## src/rtl/gamerom_pkg.sv

```systemverilog
// Shared definitions for the game ROM loader: ROM geometry, pad byte and loader states.
package gamerom_pkg;

    localparam int         ROM_ADDR_W       = 14;
    localparam int         ROM_WORDS        = 1 << ROM_ADDR_W;
    localparam logic [7:0] PAD_BYTE_DEFAULT = 8'hFF;

    typedef enum logic [2:0] {
        ST_IDLE,
        ST_HI,
        ST_LO,
        ST_WRITE,
        ST_FLUSH,
        ST_DONE
    } state_t;

    // 68k word order: the first byte of the stream lands in the upper half.
    function automatic logic [15:0] be_word(input logic [7:0] first_byte,
                                            input logic [7:0] second_byte);
        return {first_byte, second_byte};
    endfunction

endpackage

```

## src/rtl/gamerom_byte_packer.sv

```systemverilog
// Holds the high byte of the word being assembled and forms the candidate ROM words.
module gamerom_byte_packer
    import gamerom_pkg::*;
#(
    parameter logic [7:0] PAD_BYTE = PAD_BYTE_DEFAULT
) (
    input  logic        clk,
    input  logic        resetn,
    input  logic        hi_load_i,
    input  logic [7:0]  byte_i,
    output logic [15:0] pair_word_o,
    output logic [15:0] held_pad_word_o,
    output logic [15:0] new_pad_word_o
);

    logic [7:0] hi_q;

    // NOTE: clocked state uses non-blocking assignments so every register samples pre-edge values.
    always_ff @(posedge clk or negedge resetn) begin
        if (!resetn) begin
            hi_q <= '0;
        end else if (hi_load_i) begin
            hi_q <= byte_i;
        end
    end

    assign pair_word_o     = be_word(hi_q, byte_i);
    assign held_pad_word_o = be_word(hi_q, PAD_BYTE);
    // A high byte that arrives together with load_end is padded straight away.
    assign new_pad_word_o  = be_word(byte_i, PAD_BYTE);

endmodule

```

## src/rtl/gamerom_loader.sv

```systemverilog
// Game ROM write-port master: packs a byte stream into big-endian words, writes them
// at consecutive addresses, holds the CPU in reset meanwhile and tracks count/checksum.
module gamerom_loader
    import gamerom_pkg::*;
#(
    parameter int         ADDR_W    = ROM_ADDR_W,
    parameter int         MAX_WORDS = ROM_WORDS,
    parameter logic [7:0] PAD_BYTE  = PAD_BYTE_DEFAULT
) (
    input  logic              clk,
    input  logic              resetn,
    input  logic              load_start,
    input  logic [ADDR_W-1:0] base_addr,
    input  logic              load_end,
    input  logic              byte_valid,
    input  logic [7:0]        byte_data,
    output logic              byte_ready,
    output logic              we_b,
    output logic [ADDR_W-1:0] addr_b,
    output logic [15:0]       din_b,
    output logic              loading,
    output logic              done,
    output logic              overflow,
    output logic [ADDR_W:0]   word_count,
    output logic [15:0]       checksum
);

    localparam logic [ADDR_W:0] MAX_CNT = (ADDR_W + 1)'(MAX_WORDS);

    state_t              state_q, state_d;
    logic [ADDR_W-1:0]   ptr_q, ptr_d;
    logic [ADDR_W:0]     cnt_q, cnt_d;
    logic [15:0]         sum_q, sum_d;
    logic                ovf_q, ovf_d;
    logic                load_q, load_d;
    logic                end_pend_q, end_pend_d;
    logic                we_q, we_d;
    logic [ADDR_W-1:0]   addr_q, addr_d;
    logic [15:0]         din_q, din_d;

    logic                accept;
    logic                full;
    logic                hi_load;
    logic [15:0]         pair_word;
    logic [15:0]         held_pad_word;
    logic [15:0]         new_pad_word;

    gamerom_byte_packer #(
        .PAD_BYTE(PAD_BYTE)
    ) u_packer (
        .clk            (clk),
        .resetn         (resetn),
        .hi_load_i      (hi_load),
        .byte_i         (byte_data),
        .pair_word_o    (pair_word),
        .held_pad_word_o(held_pad_word),
        .new_pad_word_o (new_pad_word)
    );

    assign byte_ready = (state_q == ST_HI) || (state_q == ST_LO);
    assign accept     = byte_valid && byte_ready;
    assign full       = (cnt_q == MAX_CNT);

    always_ff @(posedge clk or negedge resetn) begin
        if (!resetn) begin
            state_q    <= ST_IDLE;
            ptr_q      <= '0;
            cnt_q      <= '0;
            sum_q      <= '0;
            ovf_q      <= 1'b0;
            load_q     <= 1'b0;
            end_pend_q <= 1'b0;
            we_q       <= 1'b0;
            addr_q     <= '0;
            din_q      <= '0;
        end else begin
            state_q    <= state_d;
            ptr_q      <= ptr_d;
            cnt_q      <= cnt_d;
            sum_q      <= sum_d;
            ovf_q      <= ovf_d;
            load_q     <= load_d;
            end_pend_q <= end_pend_d;
            we_q       <= we_d;
            addr_q     <= addr_d;
            din_q      <= din_d;
        end
    end

    always_comb begin
        // NOTE: every combinational output gets a default first, so no path can infer a latch.
        state_d    = state_q;
        ptr_d      = ptr_q;
        cnt_d      = cnt_q;
        sum_d      = sum_q;
        ovf_d      = ovf_q;
        load_d     = load_q;
        end_pend_d = end_pend_q;
        we_d       = 1'b0;
        addr_d     = addr_q;
        din_d      = din_q;
        hi_load    = 1'b0;

        unique case (state_q)
            ST_IDLE: begin
                if (load_start) begin
                    ptr_d      = base_addr;
                    cnt_d      = '0;
                    sum_d      = '0;
                    ovf_d      = 1'b0;
                    load_d     = 1'b1;
                    end_pend_d = 1'b0;
                    state_d    = ST_HI;
                end
            end
            ST_HI: begin
                if (accept && full) begin
                    ovf_d = 1'b1;
                    if (load_end) state_d = ST_DONE;
                end else if (accept) begin
                    hi_load = 1'b1;
                    if (load_end) begin
                        we_d    = 1'b1;
                        addr_d  = ptr_q;
                        din_d   = new_pad_word;
                        state_d = ST_FLUSH;
                    end else begin
                        state_d = ST_LO;
                    end
                end else if (load_end) begin
                    state_d = ST_DONE;
                end
            end
            ST_LO: begin
                if (accept) begin
                    we_d       = 1'b1;
                    addr_d     = ptr_q;
                    din_d      = pair_word;
                    end_pend_d = load_end;
                    state_d    = ST_WRITE;
                end else if (load_end) begin
                    we_d    = 1'b1;
                    addr_d  = ptr_q;
                    din_d   = held_pad_word;
                    state_d = ST_FLUSH;
                end
            end
            ST_WRITE, ST_FLUSH: begin
                // The word is on the ROM port this cycle; account for it.
                ptr_d      = ptr_q + 1'b1;
                cnt_d      = cnt_q + 1'b1;
                sum_d      = sum_q + din_q;
                end_pend_d = 1'b0;
                if (state_q == ST_FLUSH || end_pend_q || load_end) begin
                    state_d = ST_DONE;
                end else begin
                    state_d = ST_HI;
                end
            end
            ST_DONE: begin
                load_d  = 1'b0;
                state_d = ST_IDLE;
            end
            default: state_d = ST_IDLE;
        endcase
    end

    assign we_b       = we_q;
    assign addr_b     = addr_q;
    assign din_b      = din_q;
    assign loading    = load_q;
    assign done       = (state_q == ST_DONE);
    assign overflow   = ovf_q;
    assign word_count = cnt_q;
    assign checksum   = sum_q;

endmodule

```

## config.mk

```make
export PLATFORM = sky130hd
export DESIGN_NAME = gamerom_loader
export DESIGN_NICKNAME = d
export VERILOG_FILES = /design/src/rtl/gamerom_pkg.sv /design/src/rtl/gamerom_byte_packer.sv /design/src/rtl/gamerom_loader.sv
export SDC_FILE = /design/constraint.sdc
export NUM_CORES = 1
export LEC_CHECK = 0
export CAP_MARGIN = 20
export CORE_ASPECT_RATIO = 0.6
export CORE_UTILIZATION = 45
export CTS_CLUSTER_DIAMETER = 200
export DETAILED_ROUTE_END_ITERATION = 12
export PLACE_DENSITY = 0.8
export SYNTH_ARGS = -nofsm -noshare
export SYNTH_HDL_FRONTEND = slang
export SYNTH_SLANG_ARGS = --single-unit
```

## constraint.sdc

```tcl
create_clock -name clk -period 5.2 [get_ports clk]
set_input_delay 1.04 -clock clk [delete_from_list [all_inputs] [get_ports clk]]
set_output_delay 1.04 -clock clk [all_outputs]
set_load 0.01 [all_outputs]
```

==> results.cfg <==
[outcome]
outcome = complete, no violations

[sta]
tns_ns = 0
worst_pin_slew_ns = 0.710
max_freq_ghz = 0.319
hold_viol_final = 0
rsz0062_at_grt = no
fin_crit_sh_pct = 60.2
drv_slew = 0
max_slew_margin_pct = 52.6
post-route-min-period_ns = 3.13
skew_ns = 0.00991
setup_violations = 0

[floorplan]
die_area_sq_mm = 0.0110
core_area_sq_mm = 0.0101
ios = 93
die_h_um = 81.7
core.rowCount = 28
fp.dieW_um = 135
start_util_pct = 47.4

[yosys]
synth.distinct_cells = 60
ys_warn_count = 0
synth_edf_count = 0
synth.area.top_cells = dfrtp_1 47%, mux2_2 5.2%, ha_1 4.7%, a21oi_1 4.6%, nand2_1 3.6%
synth_top_area_share_pct = 47.3
synth_seq_cells = 90
syn_area_sq_mm = 0.00476
synthFlopType = dfrtp_1
yosysSeqAreaShare_pct = 47.3
syn_nets = 526
yosys.area.top_type = dfrtp_1
syn_avg_cell_area_sq_um = 9.93
synth_commonest_cells = 90 x dfrtp_1, 46 x nand2_1, 44 x a21oi_1
synthesis.instances = 480
yosysMostFrequentCell = dfrtp_1
async_flop_share_pct = 100

[worst_setup_path]
cpPeakStageDelay_ns = 0.59
rr_endpoint = din_b[11]$_DFFE_PN0P_
crit_arrival_ns = 3.40
path_max_fanout = 25
reg2reg_slack_ns = 2.48
r2r_start = word_count[0]$_DFFE_PN0P_
crit_buf_inv = 3
crit_path_end_kind = flop
crit_path_cell_trace = clkdlybuf4s50_1 > inv_1 > or4_1 > a21oi_4 > buf_4 > nor2_1 > a21oi_1
crit_type = primary input to flop
critical_path.top_delay_family = buffers and inverters
required_ns = 5.47
cp_slowest_cell = clkdlybuf4s50_1
rr_worst_depth = 9
cp-start-kind = primary input

[grt]
grt_pass1_vias = 3885
grt.total_usage_pct = 23.9
grt_pass1_wl_um = 19900
antenna_found_initial = 0
grt_max_degree = 53
overflow = 0

[worst_hold_path]
hold_class = flop to flop
hp-start = u_packer.hi_q[3]$_DFFE_PN0P_
holdPathEnd = u_packer.hi_q[3]$_DFFE_PN0P_
holdPathStages = 1

[clock_network]
cts_setup_buffers = 0
clkTransAtPathRegs_ns = 0.06
cts_hold_buf = 0
clock_path_buffers = 2
cts_root_buffer = clkbuf_16
ctsResizeCount = 0
ctsHtreeMaxLevel = 3
clk_latency_ns = 0.35
cts_made_buffers = 9
cts_tree = yes
cts_sinks = 90

[placement]
hpwl_um = 8560
portBuffers = 92
globalplace.congestion = 0.876

[finish]
fillers = 806
syn_to_final_growth_pct = 29.1
antenna-diode-count = 0
fin_util_pct = 61.2
nets = 612
drive_above_1_share_pct = 9.46

[detailed_routing]
firstDrtPassIters = 9
drc = 0
vias = 4069
wire_per_inst_um = 17.4
routed_via_density = 5.76
finalWirelength_um = 12300
ant_nets = 0
drt_iter0_drc = 311

[power_and_ir_drop]
power.leakage_nw = 2.55
power_density_mw_per_mm2 = 668
irDropWorstVdd_v = 0.000284

[run]
max_cap_violations = 0
==> routing by layer <==
| layer | part of all wire [%] | global-route usage, % | wire length [um] | vias up |
|---|---|---|---|---|
| met4 | 0.89 | 6.29 | 110 | 0 |
| met1 | 49 | 33.8 | 6030 | 2011 |
| met2 | 44 | 36.0 | 5450 | 133 |
| met5 | 0 | 0 | 0 | - |
| met3 | 5.8 | 6.85 | 710 | 12 |
| li1 | - | - | - | 1913 |
==> flip-flops by register name (all words and copies together), names as in the netlist <==
signal,count
loading,1
we_b,1
u_packer.hi_q,8
state_q,3
word_count,15
addr_b,14
checksum,16
din_b,16
ptr_q,14
overflow,1
end_pend_q,1
==> kinds of logic (layout without fill, tap and decap cells) <==
logic type | Yosys count | in the layout | share of synthesized area, %
fa+ha+maj | 19 | 19 | 5.15
xor+xnor | 21 | 21 | 3.86
mux | 32 | 32 | 7.30
buf+inv | 36 | 127 | 3.31
compound gates | 128 | 128 | 17.4
flops | 90 | 90 | 47.3
simple gates | 154 | 154 | 15.7
==> power breakdown <==
group / total, mW / switching [mW] / internal, mW / leakage [nW]
sequential: 1.27 / 0.285 / 0.986 / 1.09
clock: 0.686 / 0.286 / 0.400 / 0.144
combinational: 2.15 / 1.11 / 1.04 / 1.31
==> final cells by class <==
class	count	area, sq um	share of cell area (%)
clock inverters	5	61.3	0.996
multi-input cells	354	2360	38.4
repair buffers	99	1010	16.4
flip-flops and latches	90	2250	36.6
inverters	12	45.0	0.732
clock buffers	11	253	4.11
well taps	135	169	2.75
==> worst max path at each step <==
stage          startpoint                      to  slack [ns]  depth (start not counted)
6_report       byte_valid   din_b[11]$_DFFE_PN0P_        2.07                          7
5_1_grt        byte_valid   din_b[10]$_DFFE_PN0P_        1.90                          7
4_1_cts        byte_valid   din_b[11]$_DFFE_PN0P_        2.12                          7
3_5_place_dp   byte_valid   din_b[12]$_DFFE_PN0P_        1.75                          7
3_3_place_gp   byte_valid   din_b[11]$_DFFE_PN0P_        1.82                          7
2_1_floorplan  byte_valid  addr_b[10]$_DFFE_PN0P_        2.57                          6
==> placed cells by master (no fill, tap or decap), types with 5 or more instances in the layout <==
cell	count
xor2_1	13
o21ai_0	30
a21o_1	5
buf_4	6
nand2_1	46
mux2i_1	10
mux2_2	22
inv_1	12
clkdlybuf4s50_1	91
nor2_1	43
nand4_1	6
o22a_1	8
a21oi_1	44
clkbuf_16	9
dfrtp_1	90
and3_1	9
ha_1	18
xnor2_1	8
nor3_1	5
nand3_1	17
==> stage by stage <==
step | hold slack, ns | cell area [sq um] | std cells | setup WS (ns) | power (mW)
floorplan | 0.479 | 4760 | 480 | 2.57 | 2.57
global placement | 0.487 | 5780 | 687 | 1.82 | 3.24
detailed placement | 0.494 | 5780 | 687 | 1.75 | 3.34
CTS | 0.508 | 6090 | 703 | 2.12 | 4.05
global route | 0.524 | 6150 | 706 | 1.90 | 4.39
finish | 0.504 | 6150 | 706 | 2.07 | 4.11
(Power assumes the default switching activity.)
